===== src/rtl/z88_video_pkg.sv =====
// Shared VRAM geometry and default VGA timing for the Z88 video path.
// VRAM_SCAN_LINEDBL_EN selects the line-doubled 128-row window (WIN_Y0 176).
package z88_video_pkg;
   localparam int VRAM_AW   = 14;
   localparam int LINE_W    = 6;
   localparam int NIB_W     = 8;
   localparam int Z88_LINES = 64;
   localparam int NIB_PIX   = 4;
   localparam int CNT_W     = 10;

   localparam int VGA_H_ACTIVE = 640;
   localparam int VGA_H_SYNC_S = 656;
   localparam int VGA_H_SYNC_E = 752;
   localparam int VGA_H_TOTAL  = 800;
   localparam int VGA_V_ACTIVE = 480;
   localparam int VGA_V_SYNC_S = 490;
   localparam int VGA_V_SYNC_E = 492;
   localparam int VGA_V_TOTAL  = 525;

`ifdef VRAM_SCAN_LINEDBL_EN
   localparam int LINE_SHIFT = 1;
   localparam int WIN_Y0_DEF = 176;
`else
   localparam int LINE_SHIFT = 0;
   localparam int WIN_Y0_DEF = 208;
`endif
   localparam int WIN_ROWS = Z88_LINES << LINE_SHIFT;

   typedef logic [CNT_W-1:0] cnt_t;

   typedef struct packed {
      logic hs;
      logic vs;
      logic de;
      logic frame;
   } sync_t;

   localparam sync_t SYNC_RST = '{hs: 1'b1, vs: 1'b1, de: 1'b0, frame: 1'b0};

   function automatic logic in_span(input cnt_t x, input cnt_t lo, input cnt_t hi);
      return (x >= lo) && (x < hi);
   endfunction
endpackage


===== src/rtl/vram_scan_timing.sv =====
// Raster position counters, next-pixel lookahead and registered hs/vs/de/frame decode.
module vram_scan_timing
   import z88_video_pkg::*;
#(
   parameter int H_ACTIVE = VGA_H_ACTIVE,
   parameter int H_SYNC_S = VGA_H_SYNC_S,
   parameter int H_SYNC_E = VGA_H_SYNC_E,
   parameter int H_TOTAL  = VGA_H_TOTAL,
   parameter int V_ACTIVE = VGA_V_ACTIVE,
   parameter int V_SYNC_S = VGA_V_SYNC_S,
   parameter int V_SYNC_E = VGA_V_SYNC_E,
   parameter int V_TOTAL  = VGA_V_TOTAL
)(
   input  logic             mck,
   input  logic             rin,
   input  logic             pce,
   output logic [1:0]       hphase,
   output logic [CNT_W-1:0] vcnt,
   output logic [CNT_W-1:0] hnext,
   output logic [CNT_W-1:0] vnext,
   output logic             active,
   output logic             hs,
   output logic             vs,
   output logic             de,
   output logic             frame
);
   localparam cnt_t ZERO_C    = cnt_t'(0);
   localparam cnt_t ONE_C     = cnt_t'(1);
   localparam cnt_t HA_C      = cnt_t'(H_ACTIVE);
   localparam cnt_t HSS_C     = cnt_t'(H_SYNC_S);
   localparam cnt_t HSE_C     = cnt_t'(H_SYNC_E);
   localparam cnt_t HT_LAST_C = cnt_t'(H_TOTAL - 1);
   localparam cnt_t VA_C      = cnt_t'(V_ACTIVE);
   localparam cnt_t VSS_C     = cnt_t'(V_SYNC_S);
   localparam cnt_t VSE_C     = cnt_t'(V_SYNC_E);
   localparam cnt_t VT_LAST_C = cnt_t'(V_TOTAL - 1);

   cnt_t  hcnt_r;
   cnt_t  vcnt_r;
   cnt_t  hnext_s;
   cnt_t  vnext_s;
   sync_t sync_s;
   sync_t sync_r;

   // Position of the pixel after the current one, wrapping row and frame
   always_comb begin
      if (hcnt_r == HT_LAST_C) begin
         hnext_s = ZERO_C;
         if (vcnt_r == VT_LAST_C) begin
            vnext_s = ZERO_C;
         end else begin
            vnext_s = vcnt_r + ONE_C;
         end
      end else begin
         hnext_s = hcnt_r + ONE_C;
         vnext_s = vcnt_r;
      end
   end

   // Raster counters advance only on pixel ticks
   always_ff @(posedge mck) begin
      if (rin) begin
         hcnt_r <= ZERO_C;
         vcnt_r <= ZERO_C;
      end else if (pce) begin
         hcnt_r <= hnext_s;
         vcnt_r <= vnext_s;
      end
   end

   // Sync and enable decode for the pixel being evaluated this tick
   always_comb begin
      sync_s.de    = (hcnt_r < HA_C) && (vcnt_r < VA_C);
      sync_s.hs    = !in_span(hcnt_r, HSS_C, HSE_C);
      sync_s.vs    = !in_span(vcnt_r, VSS_C, VSE_C);
      sync_s.frame = (vcnt_r == VA_C) && (hcnt_r == ZERO_C);
   end

   // Registered sync outputs, aligned with the pixel register in the top
   always_ff @(posedge mck) begin
      if (rin) begin
         sync_r <= SYNC_RST;
      end else if (pce) begin
         sync_r <= sync_s;
      end
   end

   assign hphase = hcnt_r[1:0];
   assign vcnt   = vcnt_r;
   assign hnext  = hnext_s;
   assign vnext  = vnext_s;
   assign active = sync_s.de;
   assign hs     = sync_r.hs;
   assign vs     = sync_r.vs;
   assign de     = sync_r.de;
   assign frame  = sync_r.frame;
endmodule


===== src/rtl/vram_scan.sv =====
// Scans the Z88 nibble frame buffer into a VGA raster: fetch one pixel ahead, serialise MSB-first.
// VRAM_SCAN_LINEDBL_EN (see z88_video_pkg) shows each Z88 line on two display rows.
module vram_scan
   import z88_video_pkg::*;
#(
   parameter int H_ACTIVE = VGA_H_ACTIVE,
   parameter int H_SYNC_S = VGA_H_SYNC_S,
   parameter int H_SYNC_E = VGA_H_SYNC_E,
   parameter int H_TOTAL  = VGA_H_TOTAL,
   parameter int V_ACTIVE = VGA_V_ACTIVE,
   parameter int V_SYNC_S = VGA_V_SYNC_S,
   parameter int V_SYNC_E = VGA_V_SYNC_E,
   parameter int V_TOTAL  = VGA_V_TOTAL,
   parameter int WIN_Y0   = WIN_Y0_DEF
)(
   input  logic               mck,
   input  logic               rin,
   input  logic               pce,
   input  logic               lcdon,
   output logic [VRAM_AW-1:0] vram_ra,
   input  logic [NIB_PIX-1:0] vram_rd,
   output logic               pix,
   output logic               hs,
   output logic               vs,
   output logic               de,
   output logic               frame
);
   localparam cnt_t WY0_C = cnt_t'(WIN_Y0);
   localparam cnt_t WY1_C = cnt_t'(WIN_Y0 + WIN_ROWS);
   localparam cnt_t HA_C  = cnt_t'(H_ACTIVE);

   logic [1:0]         hphase_s;
   cnt_t               vcnt_s;
   cnt_t               hnext_s;
   cnt_t               vnext_s;
   logic               active_s;
   logic               win_cur_s;
   logic               win_nxt_s;
   logic               fetch_s;
   logic [LINE_W-1:0]  line_nxt_s;
   logic [VRAM_AW-1:0] ra_r;
   logic [NIB_PIX-2:0] shift_r;
   logic [NIB_PIX-2:0] shift_nx_s;
   logic               cand_s;
   logic               pix_nx_s;
   logic               pix_r;

   vram_scan_timing #(
      .H_ACTIVE (H_ACTIVE),
      .H_SYNC_S (H_SYNC_S),
      .H_SYNC_E (H_SYNC_E),
      .H_TOTAL  (H_TOTAL),
      .V_ACTIVE (V_ACTIVE),
      .V_SYNC_S (V_SYNC_S),
      .V_SYNC_E (V_SYNC_E),
      .V_TOTAL  (V_TOTAL)
   ) u_timing (
      .mck    (mck),
      .rin    (rin),
      .pce    (pce),
      .hphase (hphase_s),
      .vcnt   (vcnt_s),
      .hnext  (hnext_s),
      .vnext  (vnext_s),
      .active (active_s),
      .hs     (hs),
      .vs     (vs),
      .de     (de),
      .frame  (frame)
   );

   // Window membership and fetch decision for the upcoming pixel
   always_comb begin
      win_cur_s  = in_span(vcnt_s, WY0_C, WY1_C);
      win_nxt_s  = in_span(vnext_s, WY0_C, WY1_C);
      line_nxt_s = LINE_W'((vnext_s - WY0_C) >> LINE_SHIFT);
      fetch_s    = win_nxt_s && (hnext_s[1:0] == 2'b00) && (hnext_s < HA_C);
   end

   // VRAM address register; the data comes back before the next pixel tick
   always_ff @(posedge mck) begin
      if (rin) begin
         ra_r <= {VRAM_AW{1'b0}};
      end else if (pce && fetch_s) begin
         ra_r <= {line_nxt_s, hnext_s[NIB_W+1:2]};
      end
   end

   // Serialiser: bit3 goes out on the nibble's first pixel, the rest shift out after it
   always_comb begin
      if (hphase_s == 2'b00) begin
         cand_s     = vram_rd[NIB_PIX-1];
         shift_nx_s = vram_rd[NIB_PIX-2:0];
      end else begin
         cand_s     = shift_r[NIB_PIX-2];
         shift_nx_s = {shift_r[NIB_PIX-3:0], 1'b0};
      end
      pix_nx_s = cand_s && active_s && win_cur_s && lcdon;
   end

   // Pixel and shift registers
   always_ff @(posedge mck) begin
      if (rin) begin
         shift_r <= {(NIB_PIX-1){1'b0}};
         pix_r   <= 1'b0;
      end else if (pce) begin
         shift_r <= shift_nx_s;
         pix_r   <= pix_nx_s;
      end
   end

   assign vram_ra = ra_r;
   assign pix     = pix_r;
endmodule


===== config.mk =====
export PLATFORM = sky130hd
export DESIGN_NAME = vram_scan
export DESIGN_NICKNAME = d
export VERILOG_FILES = /design/src/rtl/z88_video_pkg.sv /design/src/rtl/vram_scan_timing.sv /design/src/rtl/vram_scan.sv
export SDC_FILE = /design/constraint.sdc
export NUM_CORES = 1
export LEC_CHECK = 0
export CAP_MARGIN = 20
export CORE_ASPECT_RATIO = 0.7
export CORE_MARGIN = 2
export CORE_UTILIZATION = 45
export DETAILED_ROUTE_END_ITERATION = 12
export PLACE_DENSITY = 0.66
export SLEW_MARGIN = 0
export SYNTH_ARGS = -nofsm -noshare
export SYNTH_HDL_FRONTEND = slang
export SYNTH_SLANG_ARGS = --single-unit

===== constraint.sdc =====
create_clock -name mck -period 8.38 [get_ports mck]
set_clock_uncertainty 0.05 [all_clocks]
set_input_delay 2.514 -clock mck [delete_from_list [all_inputs] [get_ports mck]]
set_output_delay 2.514 -clock mck [all_outputs]
set_load 0.03 [all_outputs]

==> results of run 1 <==
[worst min-delay path, stage by stage (launching register included)]
cell and delay (ns):
sky130_fd_sc_hd__dfxtp_1 0.31, sky130_fd_sc_hd__nand2b_1 0.07, sky130_fd_sc_hd__a21oi_1 0.05
[Yosys cell counts, drive strengths merged]
cell     count
nor2        47
dfxtp       42
nand2       26
clkbuf      18
a21oi       16
nand2b      12
mux2        11
mux2i       11
nor3        11
o21ai       11
buf         10
nor2b       10
xnor2       10
inv          9
ha           7
nand4        7
a211oi       6
nand3        6
xor2         6
and3         5
nor4         5
or2          4
nor3b        3
or3          3
a31oi        2
and2         2
nand4b       2
o211ai       2
o22ai        2
a211o        1
a21o         1
a311o        1
a311oi       1
a32oi        1
a41oi        1
and4         1
and4b        1
nand3b       1
nand4bb      1
o21bai       1
o2bb2a       1
o32ai        1
or4b         1
[where the power goes]
group	switching, mW	internal, mW	total (mW)
sequential	0.00461	0.203	0.207
clock	0.0697	0.0893	0.159
combinational	0.0165	0.0133	0.0298
total	0.0907	0.305	0.396
[kinds of logic after synthesis]
| kind of cell | count (synthesis) | synth area share |
|---|---|---|
| and+or+nand+nor | 148 | 0.300 |
| muxes | 22 | 0.0985 |
| adders and majority gates | 7 | 0.0341 |
| buffers and inverters | 37 | 0.0644 |
| DFF | 42 | 0.328 |
| xor gates and xnor gates | 16 | 0.0546 |
| AOI/OAI and AO/OA | 48 | 0.121 |
[worst paths after layout]
check                                          endpoint  slack (ns)  depth (start not counted)                            start
worst max-delay path            vram_ra[5]$_SDFFE_PP0P_        3.99                         15  u_timing.hcnt_r[1]$_SDFFE_PP0P_
worst min register to register  shift_r[0]$_SDFFE_PP0P_        0.42                          2          shift_r[0]$_SDFFE_PP0P_
worst min-delay path            shift_r[0]$_SDFFE_PP0P_        0.42                          2          shift_r[0]$_SDFFE_PP0P_
worst max register to register  vram_ra[5]$_SDFFE_PP0P_        3.99                         15  u_timing.hcnt_r[1]$_SDFFE_PP0P_
[state kept, by name (all words and copies together) (netlist names)]
name and cells:
vram_ra 14, u_timing.hcnt_r 10, u_timing.vcnt 10, shift_r 3, pix 1, u_timing.de 1, u_timing.frame 1, u_timing.hs 1
u_timing.vs 1
[layout make-up]
class | count | area (um^2)
clock inverters | 1 | 30.0
inverters | 9 | 33.8
flip-flops and latches | 42 | 841
multi-input cells | 241 | 1560
well taps | 72 | 90.1
fillers | 539 | 2470
repair buffers | 27 | 263
clock buffers | 7 | 76.3
[stage by stage]
| step | hold slack [ns] | std cells | utilization | power [mW] | setup WS [ns] |
|---|---|---|---|---|---|
| after floorplan | 0.396 | 320 | - | 0.233 | 4.58 |
| after global placement | 0.410 | 391 | 0.519 | 0.241 | 3.72 |
| after detailed placement | 0.416 | 391 | 0.519 | 0.242 | 3.70 |
| after CTS | 0.428 | 399 | 0.539 | 0.400 | 4.02 |
| after global routing | 0.447 | 399 | 0.539 | 0.415 | 3.57 |
| final | 0.425 | 399 | 0.539 | 0.396 | 3.99 |
[layer usage]
layer	vias up	part of all wire
met1	1031	0.57
met3	2	0.054
met5	-	0
met2	52	0.38
li1	1112	-
met4	0	0.0039
==> summary.md, run 1 <==
| Metric | Value |
|---|---|
| Vias in the first global route | 1947 |
| Global Route met1 Usage | 0.302 |
| H-tree levels | 2 |
| Final critical delay including setup and external delays | 4.39 ns |
| Worst min path class | reg2reg |
| Number of buffers created by CTS | 5 |
| Worst path cell trace | ha_1 -> and3_1 -> nand3_1 -> nor2_1 -> a21oi_1 -> a31oi_1 -> inv_1 -> ha_1 -> a311o_1 -> o21ai_0 -> a31oi_1 -> o211ai_1 -> o21ai_0 -> a211o_1 -> mux2_4 |
| Worst EP arrival | 4.53 ns |
| Worst EP required | 8.52 ns |
| # clock sinks | 42 |
| Clock latency on the worst-skew pair | 0.29 ns |
| Startpoint type of the worst setup path | flop |
| Post-synthesis instance area | 0.00257 mm^2 |
| All-layer global routing usage | 0.191 |
| Leading cell type in the layout, fill and taps excluded | sky130_fd_sc_hd__nor2_1 |
| Worst IR drop on VDD | 0.0809 mV |
| Initial DRC count | 179 |
| Warnings, synthesis | 0 |
| Horizontal die dimension | 94.3 um |
| Vert. Die Dim | 67.2 um |
| Total routed wirelength | 5640 um |
| Critical-path cell with the highest stage delay | sky130_fd_sc_hd__a211o_1 |
| Largest net degree at the start of global routing | 56 |
| Startpoint-to-endpoint class of the critical path | reg2reg |
| Status | finished clean |
| RSZ-0062 raised after global routing | false |
| Sum of negative setup slack | 0 ns |
| Design area | 0.00289 mm^2 |
| Top post-synthesis cells by area | sky130_fd_sc_hd__dfxtp_1 33%, sky130_fd_sc_hd__nor2_1 6.9%, sky130_fd_sc_hd__mux2i_1 4.3% |
| Hold buffers post-CTS | 0 |
| Netlist cell types | 52 |
| Final-report max-slew violation count | 0 |
| Standard cell core area | 0.00537 mm^2 |
| Layer with the highest usage after global routing | met1 |
| FF+latch count, synth | 42 |
| Worst-case clock buffer depth | 2 |
| Total number of placement rows | 22 |
| Critical path buffers and inverters | 1 |
| Synth area leader | sky130_fd_sc_hd__dfxtp_1 |
| Number of port buffers | 26 |
| Gate count of the mapped netlist | 320 |
| Clock tree from TritonCTS | built |
| Antenna diode instance count | 0 |
| Register area share after synthesis | 0.328 |
| Achievable Freq | 228 MHz |
| Number of post-CTS setup repair buffers | 0 |
| Leakage dissipation | 1.08 nW |
| Clock slew at reported path FFs | 0.08 ns |
| Boundary Pins | 27 |
| Final critical-path share of the clock period | 0.524 |
| Post-layout nets | 341 |
| Final routed wire length divided by cell count | 14.1 um |
| DRC violations left | 0 |
| Initial Util | 0.478 |
| GRT met3 Usage | 0.0357 |
| ANT nets after route | 0 |
| Power per cell area | 137 mW/mm^2 |
| Least-Margin Pin Slew | 0.932 ns |
| Highest net fanout along the worst path | 14 |
| Endpoints failing hold | 0 |
| Area added between synthesis and finish | 12.8% |
| RePlAce Congestion | 0.825 |
| Placed standard-cell area | 0.00279 mm^2 |
| CP top delay family | compound AO/OA/AOI/OAI gates |
| First-pass iteration count of the detailed router | 4 |
| Vias/cell | 5.51 |
| Global-route wire length before repair | 9520 um |
| Met2 capacity usage during global routing | 0.262 |
| Max-cap check violation count | 0 |
| Delay contributed by the slowest stage of the critical path | 0.57 ns |
| Number of antenna violations at the first check in global routing | 0 |
| Final-report setup violation count | 0 |
| Remaining global-route overflow | 0 |
| Total vias in the final route | 2197 |
| Post-CTS resize count | 0 |
| Category of the worst setup path capture point | flop |
| Clock root buffer | sky130_fd_sc_hd__clkbuf_8 |
| Synth Area per Inst | 8.02 um^2 |
| Worst slew margin relative to its limit | 0.378 |
| Share of final-layout standard cells stronger than drive strength 1 | 0.0887 |
| Mapped Nets | 335 |
| Area share of the largest cell type after synthesis | 0.328 |
| Most used cells in the layout excluding fill and tap cells | 47 x sky130_fd_sc_hd__nor2_1, 42 x sky130_fd_sc_hd__dfxtp_1, 26 x sky130_fd_sc_hd__nand2_1 |
| Total Die Area | 0.00633 mm^2 |
| Half-perimeter wire length after detailed placement | 3970 um |
Note: power is estimated with default switching activity, not from simulation.
==> run 2: changes to the inputs <==
clock period = 4.3 ns   (was 8.38 ns; I/O delays follow)
==> run 2 against run 1 <==
Effect of this change:
- design area rose by 1.6%
- non-clock buffer count rose by 2
- critical endpoint is now vram_ra[0]$_SDFFE_PP0P_
- largest power group unchanged
- clock power rose by 140%
- global-route usage barely moved
- first-iteration DRC count fell by 16%
- sequential power rose by 95%
==> summary.md, run 2 (synthesized netlist as in run 1, its figures left out) <==
| Metric | Value |
|---|---|
| Status | finished clean |
| NetSw | 185 uW |
| Worst IR drop on VDD | 0.238 mV |
| DRC violations left | 0 |
| Cells on worst reg2reg path | 15 |
| Clock root buffer | sky130_fd_sc_hd__clkbuf_8 |
| Worst min path class | reg2reg |
| Least-Margin Pin Slew | 0.896 ns |
| Share of final-layout standard cells stronger than drive strength 1 | 0.100 |
| Initial Util | 0.478 |
| Most used cells in the layout excluding fill and tap cells | 47 x sky130_fd_sc_hd__nor2_1, 42 x sky130_fd_sc_hd__dfxtp_1, 26 x sky130_fd_sc_hd__nand2_1 |
| Worst path cell trace | ha_1 -> and3_1 -> nand3_1 -> nor2_1 -> a21oi_1 -> a31oi_1 -> inv_1 -> ha_1 -> a311o_1 -> o21ai_0 -> a31oi_1 -> o211ai_1 -> o21ai_0 -> a211o_1 -> mux2_4 |
| Post-layout nets | 343 |
| Critical-path cell with the highest stage delay | sky130_fd_sc_hd__a211o_1 |
| Total Die Area | 0.00633 mm^2 |
| Worst slew margin relative to its limit | 0.403 |
| Worst EP arrival | 4.05 ns |
| Hold Path Cell Cnt | 2 |
| Initial DRC count | 150 |
| GRT met3 Usage | 0.0379 |
| Count of fill cells added during filler insertion | 513 |
| Setup slack on the worst flop-to-flop path | 0.39 ns |
| RSZ-0062 raised after global routing | false |
| Clock share of power | 0.448 |
| Number of antenna violations at the first check in global routing | 0 |
| Clock latency on the worst-skew pair | 0.29 ns |
| Boundary Pins | 27 |
| Startpoint type of the worst setup path | flop |
| Standard cell core area | 0.00537 mm^2 |
| ANT nets after route | 0 |
| Number of post-CTS setup repair buffers | 0 |
| Number of port buffers | 26 |
| Power per cell area | 285 mW/mm^2 |
| Layer with the highest usage after global routing | met1 |
| All-layer global routing usage | 0.191 |
| Sum of negative setup slack | 0 ns |
| Total routed wirelength | 5720 um |
| Global Route met1 Usage | 0.300 |
| Flip-flop count of the largest register after layout | 14 |
| Horizontal die dimension | 94.3 um |
| PnR worst setup slack | 0.392 ns |
| Vert. Die Dim | 67.2 um |
| Largest net degree at the start of global routing | 56 |
| Number of buffers created by CTS | 5 |
| Achievable Freq | 256 MHz |
| Antenna diode instance count | 0 |
| Highest net fanout along the worst path | 14 |
| Switching power as a share of total power | 0.220 |
| Half-perimeter wire length after detailed placement | 4040 um |
| Vias in the first global route | 1900 |
| Worst reg2reg startpoint | u_timing.hcnt_r[1]$_SDFFE_PP0P_ |
| Total number of placement rows | 22 |
| Final-report max-slew violation count | 0 |
| Global-route wire length before repair | 9500 um |
| Startpoint-to-endpoint class of the critical path | reg2reg |
| Worst EP required | 4.44 ns |
| Hold slack final | 0.422 ns |
| Category of the worst setup path capture point | flop |
| Met2 capacity usage during global routing | 0.271 |
| Final routed wire length divided by cell count | 14.3 um |
| Final-report setup violation count | 0 |
| Total vias in the final route | 2183 |
| H-tree levels | 2 |
| Final critical delay including setup and external delays | 3.91 ns |
| Vias/cell | 5.44 |
| Remaining global-route overflow | 0 |
| Post-CTS resize count | 0 |
| Worst-case clock buffer depth | 2 |
| Area added between synthesis and finish | 14.6% |
| Delay contributed by the slowest stage of the critical path | 0.54 ns |
| Endpoint of the worst hold path | shift_r[0]$_SDFFE_PP0P_ |
| # clock sinks | 42 |
| Power Internal | 654 uW |
| Leakage dissipation | 1.10 nW |
| Final critical-path share of the clock period | 0.909 |
| Hold buffers post-CTS | 0 |
| Endpoints failing hold | 0 |
| Leading cell type in the layout, fill and taps excluded | sky130_fd_sc_hd__nor2_1 |
| Worst r2r dst | vram_ra[0]$_SDFFE_PP0P_ |
| Clock tree from TritonCTS | built |
| Pre-CTS worst setup slack | 0.419 ns |
| Origin of the worst min-delay path | shift_r[0]$_SDFFE_PP0P_ |
| Max-cap check violation count | 0 |
| Clock slew at reported path FFs | 0.09 ns |
| First-pass iteration count of the detailed router | 4 |
| Proportion of power drawn by combinational gates | 0.071 |
| RePlAce Congestion | 0.851 |
| Sequential Power Share | 0.481 |
## run 2: cell types whose count changed in the layout (fill, tap and decap cells not counted), sizes merged
cell,delta
buf,+2
clkbuf,-2
bufinv,+1
clkinv,+1
## run 2: worst max-delay path, delay by kind of cell (launching register included)
family | cells | cell delay, ns
AO/OA/AOI/OAI | 8 | 1.68
AND/OR/NAND/NOR | 3 | 0.62
adder cells (fa/ha/maj) | 2 | 0.52
flip-flops | 1 | 0.42
multiplexers | 1 | 0.40
buffers and inverters | 1 | 0.11
## run 2: through the flow
step                      cell area, um^2  cells  utilization  power, mW
final                                2940    401        0.548      0.839
after global routing                 2940    401        0.548      0.876
after CTS                            2940    401        0.548      0.852
after detailed placement             2800    393        0.522      0.472
after global placement               2800    393        0.522      0.471
after floorplan                      2570    320            -      0.454
## run 2: worst max path at each step
| stage | slack, ns | to | start | cells past startpoint |
|---|---|---|---|---|
| floorplan | 0.77 | vram_ra[0]$_SDFFE_PP0P_ | u_timing.hcnt_r[1]$_SDFFE_PP0P_ | 18 |
| global placement | 0.59 | vram_ra[2]$_SDFFE_PP0P_ | u_timing.hcnt_r[1]$_SDFFE_PP0P_ | 14 |
| detailed placement | 0.42 | vram_ra[0]$_SDFFE_PP0P_ | u_timing.hcnt_r[1]$_SDFFE_PP0P_ | 15 |
| CTS | 0.42 | vram_ra[0]$_SDFFE_PP0P_ | u_timing.hcnt_r[1]$_SDFFE_PP0P_ | 15 |
| global route | 0.14 | vram_ra[0]$_SDFFE_PP0P_ | u_timing.hcnt_r[1]$_SDFFE_PP0P_ | 15 |
| finish | 0.39 | vram_ra[0]$_SDFFE_PP0P_ | u_timing.hcnt_r[1]$_SDFFE_PP0P_ | 15 |
## run 2: cell type report
| cell class | count | area [um^2] | share of cell area |
|---|---|---|---|
| timing repair buffer | 29 | 278 | 0.0945 |
| multi-input combinational | 241 | 1560 | 0.531 |
| clock inverter | 3 | 68.8 | 0.0234 |
| sequential | 42 | 841 | 0.286 |
| tap | 72 | 90.1 | 0.0306 |
| inverter | 9 | 33.8 | 0.0115 |
| clock buffer | 5 | 68.8 | 0.0234 |
## run 2: power groups by stage
| stage | sequential [mW] | clock [mW] | combinational (mW) |
|---|---|---|---|
| after floorplan | 0.410 | 0 | 0.0439 |
| after global placement | 0.413 | 0 | 0.0589 |
| after global routing | 0.405 | 0.405 | 0.0660 |
| final | 0.404 | 0.376 | 0.0593 |
| after CTS | 0.404 | 0.389 | 0.0595 |
| after detailed placement | 0.413 | 0 | 0.0594 |
## run 2: routing by layer
layer,wire [um],vias up,share of wire
met5,0,-,0
met4,24,0,0.0042
met3,291,2,0.051
met2,2300,58,0.40
met1,3110,1011,0.54
li1,-,1112,-
